$ cat config.mk
export PLATFORM = sky130hd
export DESIGN_NAME = frame_buffer_sequencer
export DESIGN_NICKNAME = d
export VERILOG_FILES = /design/src/rtl/frame_buffer_sequencer.sv
export SDC_FILE = /design/constraint.sdc
export NUM_CORES = 1
export LEC_CHECK = 0
export ABC_AREA = 1
export CORE_MARGIN = 10
export CORE_UTILIZATION = 50
export CTS_BUF_LIST = sky130_fd_sc_hd__clkbuf_16
export DETAILED_ROUTE_END_ITERATION = 10
export GPL_ROUTABILITY_DRIVEN = 0
export PLACE_DENSITY = 0.85
export SETUP_SLACK_MARGIN = 0.2
export SYNTH_ARGS = -nofsm -noshare
export SYNTH_HDL_FRONTEND = slang
export SYNTH_SLANG_ARGS = --single-unit
export TNS_END_PERCENT = 5
$ cat constraint.sdc
create_clock -name clk -period 6.4 [get_ports clk]
set_input_delay 1.92 -clock clk [delete_from_list [all_inputs] [get_ports clk]]
set_output_delay 1.92 -clock clk [all_outputs]
set_load 0.01 [all_outputs]
$ cat src/rtl/frame_buffer_sequencer.sv
// rtl/frame_buffer_sequencer.sv - captures one frame into RAM, then streams it out in raster order
// Optional build macro FBS_HDECIMATE_EN: store only even-x pixels (2:1 horizontal subsampling).
module frame_buffer_sequencer #(
  parameter int H_ACTIVE = 64,
  parameter int V_ACTIVE = 48,
  parameter int DATA_W   = 8,
  parameter int ADDR_W   = 12
) (
  input  logic              clk,
  input  logic              rst,
  input  logic              frame_start,
  input  logic              pix_valid,
  input  logic [11:0]       x,
  input  logic [11:0]       y,
  input  logic [DATA_W-1:0] pix_data,
  output logic              mem_we,
  output logic [ADDR_W-1:0] mem_waddr,
  output logic [DATA_W-1:0] mem_wdata,
  output logic              mem_re,
  output logic [ADDR_W-1:0] mem_raddr,
  input  logic [DATA_W-1:0] mem_rdata,
  output logic [DATA_W-1:0] out_data,
  output logic              out_valid,
  input  logic              out_ready,
  output logic              busy,
  output logic              frame_done,
  output logic [15:0]       drop_cnt
);

  localparam logic [1:0] S_IDLE  = 2'd0;
  localparam logic [1:0] S_WRITE = 2'd1;
  localparam logic [1:0] S_READ  = 2'd2;
  localparam logic [1:0] S_DRAIN = 2'd3;

`ifdef FBS_HDECIMATE_EN
  localparam int         ROW_PIX = H_ACTIVE / 2;
  localparam logic [11:0] LAST_X = 12'(H_ACTIVE - 2);
`else
  localparam int         ROW_PIX = H_ACTIVE;
  localparam logic [11:0] LAST_X = 12'(H_ACTIVE - 1);
`endif
  localparam int                N_PIX      = ROW_PIX * V_ACTIVE;
  localparam logic [11:0]       H_LIM      = 12'(H_ACTIVE);
  localparam logic [11:0]       V_LIM      = 12'(V_ACTIVE);
  localparam logic [11:0]       LAST_Y     = 12'(V_ACTIVE - 1);
  localparam logic [ADDR_W-1:0] RD_LAST    = ADDR_W'(N_PIX - 1);
  localparam logic [ADDR_W-1:0] ROW_STRIDE = ADDR_W'(ROW_PIX);

  logic [1:0]        state;
  logic [1:0]        state_nxt;

  logic              keep_pix;
  logic              wr_fire;
  logic              wr_last;
  logic [ADDR_W-1:0] wr_addr;

  logic [ADDR_W-1:0] rd_addr;
  logic              rd_inflight;
  logic              rd_issue;
  logic              rd_last;

  // Two-entry output FIFO; occupancy plus the read in flight never exceeds two.
  logic [DATA_W-1:0] fifo_mem [2];
  logic              fifo_wptr;
  logic              fifo_rptr;
  logic [1:0]        fifo_count;
  logic [1:0]        fifo_count_nxt;
  logic [1:0]        fifo_level;
  logic              fifo_push;
  logic              fifo_pop;
  logic              drain_done;
  logic              drop_evt;

  // Write-side decode: window test, RAM address and the frame-closing pixel.
  always_comb begin
`ifdef FBS_HDECIMATE_EN
    keep_pix = (x < H_LIM) && (y < V_LIM) && !x[0];
    wr_addr  = ADDR_W'(y) * ROW_STRIDE + ADDR_W'(x >> 1);
`else
    keep_pix = (x < H_LIM) && (y < V_LIM);
    wr_addr  = ADDR_W'(y) * ROW_STRIDE + ADDR_W'(x);
`endif
    wr_fire  = (state == S_WRITE) && pix_valid && keep_pix;
    wr_last  = wr_fire && (x == LAST_X) && (y == LAST_Y);
    drop_evt = pix_valid && (state != S_WRITE);
  end

  // Read-side flow control: issue a RAM read only when the FIFO is sure to have room.
  always_comb begin
    fifo_pop       = (fifo_count != 2'd0) && out_ready;
    fifo_push      = rd_inflight;
    fifo_level     = fifo_count + {1'b0, rd_inflight};
    rd_issue       = (state == S_READ) &&
                     ((fifo_level < 2'd2) || ((fifo_level == 2'd2) && fifo_pop));
    rd_last        = rd_issue && (rd_addr == RD_LAST);
    fifo_count_nxt = fifo_count + {1'b0, fifo_push} - {1'b0, fifo_pop};
    drain_done     = (state == S_DRAIN) && !rd_inflight && (fifo_count_nxt == 2'd0);
  end

  // Next-state logic; frame_start outside IDLE has no effect.
  always_comb begin
    state_nxt = state;
    case (state)
      S_IDLE:  if (frame_start) state_nxt = S_WRITE;
      S_WRITE: if (wr_last)     state_nxt = S_READ;
      S_READ:  if (rd_last)     state_nxt = S_DRAIN;
      S_DRAIN: if (drain_done)  state_nxt = S_IDLE;
      default: state_nxt = S_IDLE;
    endcase
  end

  // State register plus busy and frame_done, which track the state transitions.
  always_ff @(posedge clk or negedge rst) begin
    if (!rst) begin
      state      <= S_IDLE;
      busy       <= 1'b0;
      frame_done <= 1'b0;
    end else begin
      state      <= state_nxt;
      busy       <= (state_nxt == S_READ) || (state_nxt == S_DRAIN);
      frame_done <= drain_done;
    end
  end

  // Read address walks once per frame and parks on the last address until IDLE.
  always_ff @(posedge clk or negedge rst) begin
    if (!rst) begin
      rd_addr     <= '0;
      rd_inflight <= 1'b0;
    end else begin
      rd_inflight <= rd_issue;
      if (state == S_IDLE) begin
        rd_addr <= '0;
      end else if (rd_issue && !rd_last) begin
        rd_addr <= rd_addr + ADDR_W'(1);
      end
    end
  end

  // Output FIFO: RAM data lands one cycle after its read was issued.
  always_ff @(posedge clk or negedge rst) begin
    if (!rst) begin
      fifo_mem[0] <= '0;
      fifo_mem[1] <= '0;
      fifo_wptr   <= 1'b0;
      fifo_rptr   <= 1'b0;
      fifo_count  <= 2'd0;
    end else begin
      if (fifo_push) begin
        fifo_mem[fifo_wptr] <= mem_rdata;
        fifo_wptr           <= ~fifo_wptr;
      end
      if (fifo_pop) begin
        fifo_rptr <= ~fifo_rptr;
      end
      fifo_count <= fifo_count_nxt;
    end
  end

  // Saturating count of pixels that arrive while no capture is open.
  always_ff @(posedge clk or negedge rst) begin
    if (!rst) begin
      drop_cnt <= 16'd0;
    end else if (drop_evt && (drop_cnt != 16'hFFFF)) begin
      drop_cnt <= drop_cnt + 16'd1;
    end
  end

  assign mem_we    = wr_fire;
  assign mem_waddr = wr_fire ? wr_addr : '0;
  assign mem_wdata = wr_fire ? pix_data : '0;
  assign mem_re    = rd_issue;
  assign mem_raddr = rd_addr;
  assign out_valid = (fifo_count != 2'd0);
  assign out_data  = out_valid ? fifo_mem[fifo_rptr] : '0;

endmodule

Word level (Yosys, flattened, before mapping)
Cells that the tools add are included.
W data, S select, Z words.
{"block": "op_classes", "addsub": 5, "n_lt_le_gt_ge": 6, "n_eq_ne": 11, "n_mux": 16, "n_bitwise": 4, "n_reduce_logical": 23}
{"op": "$mux W8", "n": 6}
{"op": "$mux W12", "n": 3}
{"op": "$eq A12 B6 Y1 const B", "n": 2}
{"op": "$add A16 B1 Y16 const B", "n": 1}
{"op": "$bwmux W16", "n": 1}
{"op": "$ne A16 B16 Y1 const B", "n": 1}
{"op": "$logic_and A1 B1 Y1", "n": 15}
{"op": "$add A12 B1 Y12 const B", "n": 1}
{"op": "$add A12 B12 Y12", "n": 1}
{"op": "$eq A12 B12 Y1 const B", "n": 1}
{"op": "$lt A12 B6 Y1 const B", "n": 1}
{"op": "$lt A12 B7 Y1 const B", "n": 1}
{"op": "$eq A2 B2 Y1 const B", "n": 5}
{"op": "$demux W8 S1", "n": 1}
{"op": "$mux W2", "n": 4}
{"op": "$pmux W2 S4", "n": 1}
{"op": "$ge A2 B2 Y1 const B", "n": 2}
{"op": "$logic_not A2 Y1", "n": 2}
{"op": "$not A1 Y2", "n": 2}
{"op": "$reduce_bool A2 Y1", "n": 2}
{"op": "$add A2 B1 Y2", "n": 1}
{"op": "$eq A2 B1 Y1 const B", "n": 1}
{"op": "$logic_not A1 Y1", "n": 2}
{"op": "$logic_or A1 B1 Y1", "n": 2}
{"op": "5 further kinds", "n": 6}
{"block": "totals", "reg_bits": 53, "input_bits": 45, "out_inout_bits": 61, "word_cells": 76}

Logic depth before layout (Yosys ltp)
{"block": "logic_depth", "ltp_word": 10, "depth_mapped": 12, "ltp_nobuf": 12}

Worst setup path before layout
OpenSTA, ideal clock, no wires.
{"block": "synth_timing", "kind": "input-to-output", "from": "input y[0]", "to": "output mem_waddr[10]", "arrival_time_ns": 3.151, "required_ns": 4.480, "slack_ns": 1.329, "cell_stages": 8, "path_buffers": 0, "cell_sequence": "ha_1 fa_1 nand2_1 inv_1 nor2_1 nor2_1 o21a_1 nor3_1"}
{"block": "synth_via", "elab_chain_len": 4, "elab_cells_between_ends": 5, "classes_between": "add/sub: 1; order compare: 1; mux: 1; reduce/logical: 2"}
{"element": "from (decl)", "line": "14", "text": "input logic [11:0] y,"}
{"element": "$lt A12 B6 Y1", "line": "80", "text": "keep_pix = (x < H_LIM) && (y < V_LIM);"}
{"element": "$logic_and A1 B1 Y1", "line": "80"}
{"element": "$logic_and A1 B1 Y1", "line": "83", "text": "wr_fire = (state == S_WRITE) && pix_valid && keep_pix;"}
{"element": "$mux W12 *", "line": "170", "text": "assign mem_waddr = wr_fire ? wr_addr : '0;"}
{"element": "to (decl)", "line": "17", "text": "output logic [ADDR_W-1:0] mem_waddr,"}
Mark *: on every way between the ends. The rest lies on a longest branch, timed or not.

Worst setup path after layout
Same ends and word-level chain as after synthesis.

==> metrics.cfg <==
[status]
status=finished, final reports clean

[die]
core_um2=6460
num_rows=29
ios=106
die_h_um=102
dieArea_um2=10400
start_util_pct=52.1
fp.dieW_um=102

[final_layout]
design_area_um2=4630
nFillCells=530
regArea_um2=1300
multi_input_area_um2=1760
antenna_cells=0
nets=646
drive_above_1_share_pct=4.39
area_growth_pct=37.7

[synth]
yosysTopAreaCellShare_pct=38.7
yosysSeqAreaShare_pct=38.7
synthArstFlopShare_pct=100
ys_top_cells_by_area=dfrtp_1, nand2_1, nor2_1
syn_area_per_cell_um2=6.91
synth-edff-count=0
yosys.area.top_type=dfrtp_1
yosys_warnings=0
synth_cell_types=32
synth_cells=487
synth_common_cells=nand2_1, nor2_1, inv_1
yosys_register_bits=52
netlist_area_um2=3370
syn_nets=542
ys.flop_type=dfrtp_1
synth_most_common_cell=nand2_1

[drt]
avgViaCountPerCell=5.09
via_count=3403
routed_wl_mm=9.16
ant_nets=0
wl_met2_mm=4.52
dr.max_layer_used=met4
post_drt_wl_per_cell_um=13.7
drc=0
dr_wl_met3_mm=1.00
drtIter0Drc=129
first_pass_iters=5
wl_met1_mm=3.51

[sta]
setup_violations=0
setup_slack_ns=0.376
drv_slew=0
hold_violations=0
fmax_mhz=166
skew_ns=0.00764
period_share_pct=94.1
worstMarginPinSlew_ns=0.667
setup_tns_ns=0
grt_setup_unrepaired=false
min_period_ns=6.02
maxSlewHeadroom_pct=55.5

[critical_path]
path_class=in2out
path_cells=clkdlybuf4s50_1, ha_1, fa_1, nand2_1, inv_1, nor2_1, nor2_1, o21a_1, nor3_1, clkdlybuf4s50_1
required_ns=4.48
path_max_fanout=3
cp.arrival_ns=4.10
cp-end-kind=output port
slowest_delay_ns=0.57
slowest_stage=clkdlybuf4s50_1
cp-start-kind=input pin

[global_routing]
grt_max_degree=53
grt_pass1_wl_mm=15.0
antenna_found_initial=0
grt_pass1_vias=3361
grtUsageTotal_pct=17.6
gr-total-overflow=0

[job]
drv_cap=0

[placed_design]
place_ws_ns=0.369
portBuffers=105
dp_hpwl_mm=7.21
dpl-instance-area_um2=4470

[worst_hold_path]
hp-class=reg2reg

[clock_network]
cts-root-buf=clkbuf_16
post_cts_resized=0
cts_max_path_buffers=2
worstSkewPairLatency_ns=0.29
cts_setup_buffers=0
h-tree-depth=2
ctsHoldBuffers=0
numCtsBuffers=5
clk_pin_slew_ns=0.07
cts_sinks=52
cts_tree=built

[power_and_ir_drop]
p_leak_uw=0.00221
ir_drop_mv=0.178
pwr_density_cell_nw_per_um2=318
power_uw=1470

==> final timing paths <==
| path | from | end | slack [ns] | depth (start not counted) |
|---|---|---|---|---|
| max | y[0] | mem_waddr[10] | 0.38 | 10 |
| min in group asynchronous | rst | fifo_mem[9] | 1.74 | 2 |
| max reg2reg | mem_raddr[0] | mem_raddr[3] | 4.34 | 8 |
| min | fifo_mem[3] | fifo_mem[3] | 0.49 | 2 |
| max in group asynchronous | rst | drop_cnt[6] | 4.20 | 2 |
| min reg2reg | fifo_mem[3] | fifo_mem[3] | 0.49 | 2 |
==> layout by cell type, fill, tap and decap left out, drive strengths merged, types with 5 or more instances in the layout <==
| cell | Yosys | layout |
|---|---|---|
| xor2 | 11 | 11 |
| nor3 | 8 | 8 |
| clkdlybuf4s50 | 0 | 104 |
| ha | 9 | 9 |
| nand4 | 9 | 9 |
| nand3 | 41 | 41 |
| dfrtp | 52 | 52 |
| clkbuf | 6 | 5 |
| inv | 63 | 63 |
| o21ai | 20 | 20 |
| xnor2 | 11 | 11 |
| nand2 | 162 | 162 |
| nor2 | 71 | 71 |
| a21oi | 11 | 11 |
==> critical path: cells and delay by family <==
family / cells / cell delay, ns
adder cells (fa/ha/maj): 2 / 0.65
buffers and inverters: 3 / 1.05
AO/OA/AOI/OAI: 1 / 0.16
AND/OR/NAND/NOR: 4 / 0.33
==> metrics by stage <==
stage	util (%)	instances	hold slack, ns
after floorplan	-	487	0.453
after global placement	69.1	661	0.466
after detailed placement	69.1	661	0.473
after CTS	71.7	669	0.491
after global routing	71.7	669	0.511
final	71.7	669	0.488
==> registers in the layout, indices dropped and copies added (netlist names), 2 cells and up <==
name and count:
fifo_count 2, drop_cnt 16, fifo_mem 16, mem_raddr 12
==> area by class of cell <==
| type | instances | share of cell area, % |
|---|---|---|
| well taps | 77 | 2.08 |
| repair buffers | 107 | 22.9 |
| clock inverters | 3 | 0.918 |
| inverters | 65 | 5.27 |
| clock buffers | 5 | 2.70 |
| flip-flops and latches | 52 | 28.1 |
| multi-input cells | 360 | 38.1 |
==> routing by layer <==
metal  vias to the layer above  track usage [%]
met2                       127             31.4
met3                        12             7.62
met1                      1541             18.6
li1                       1723                -
met4                         0             4.34
met5                         -                0
==> cell families (layout without fill, tap and decap cells) <==
group | after synthesis | in the layout | synth area share [%]
and+or+nand+nor | 294 | 294 | 37.5
buffers and inverters | 75 | 180 | 8.96
DFF | 52 | 52 | 38.7
AOI/OAI and AO/OA | 34 | 34 | 5.24
xor gates and xnor gates | 22 | 22 | 5.72
adders and majority gates | 10 | 10 | 3.94
==> report_power, final <==
part	switching, µW	total, µW	internal, µW
Clock	115	299	184
Combinational	358	647	289
Sequential	95.6	525	429
Note: power is estimated with default switching activity, not from simulation.
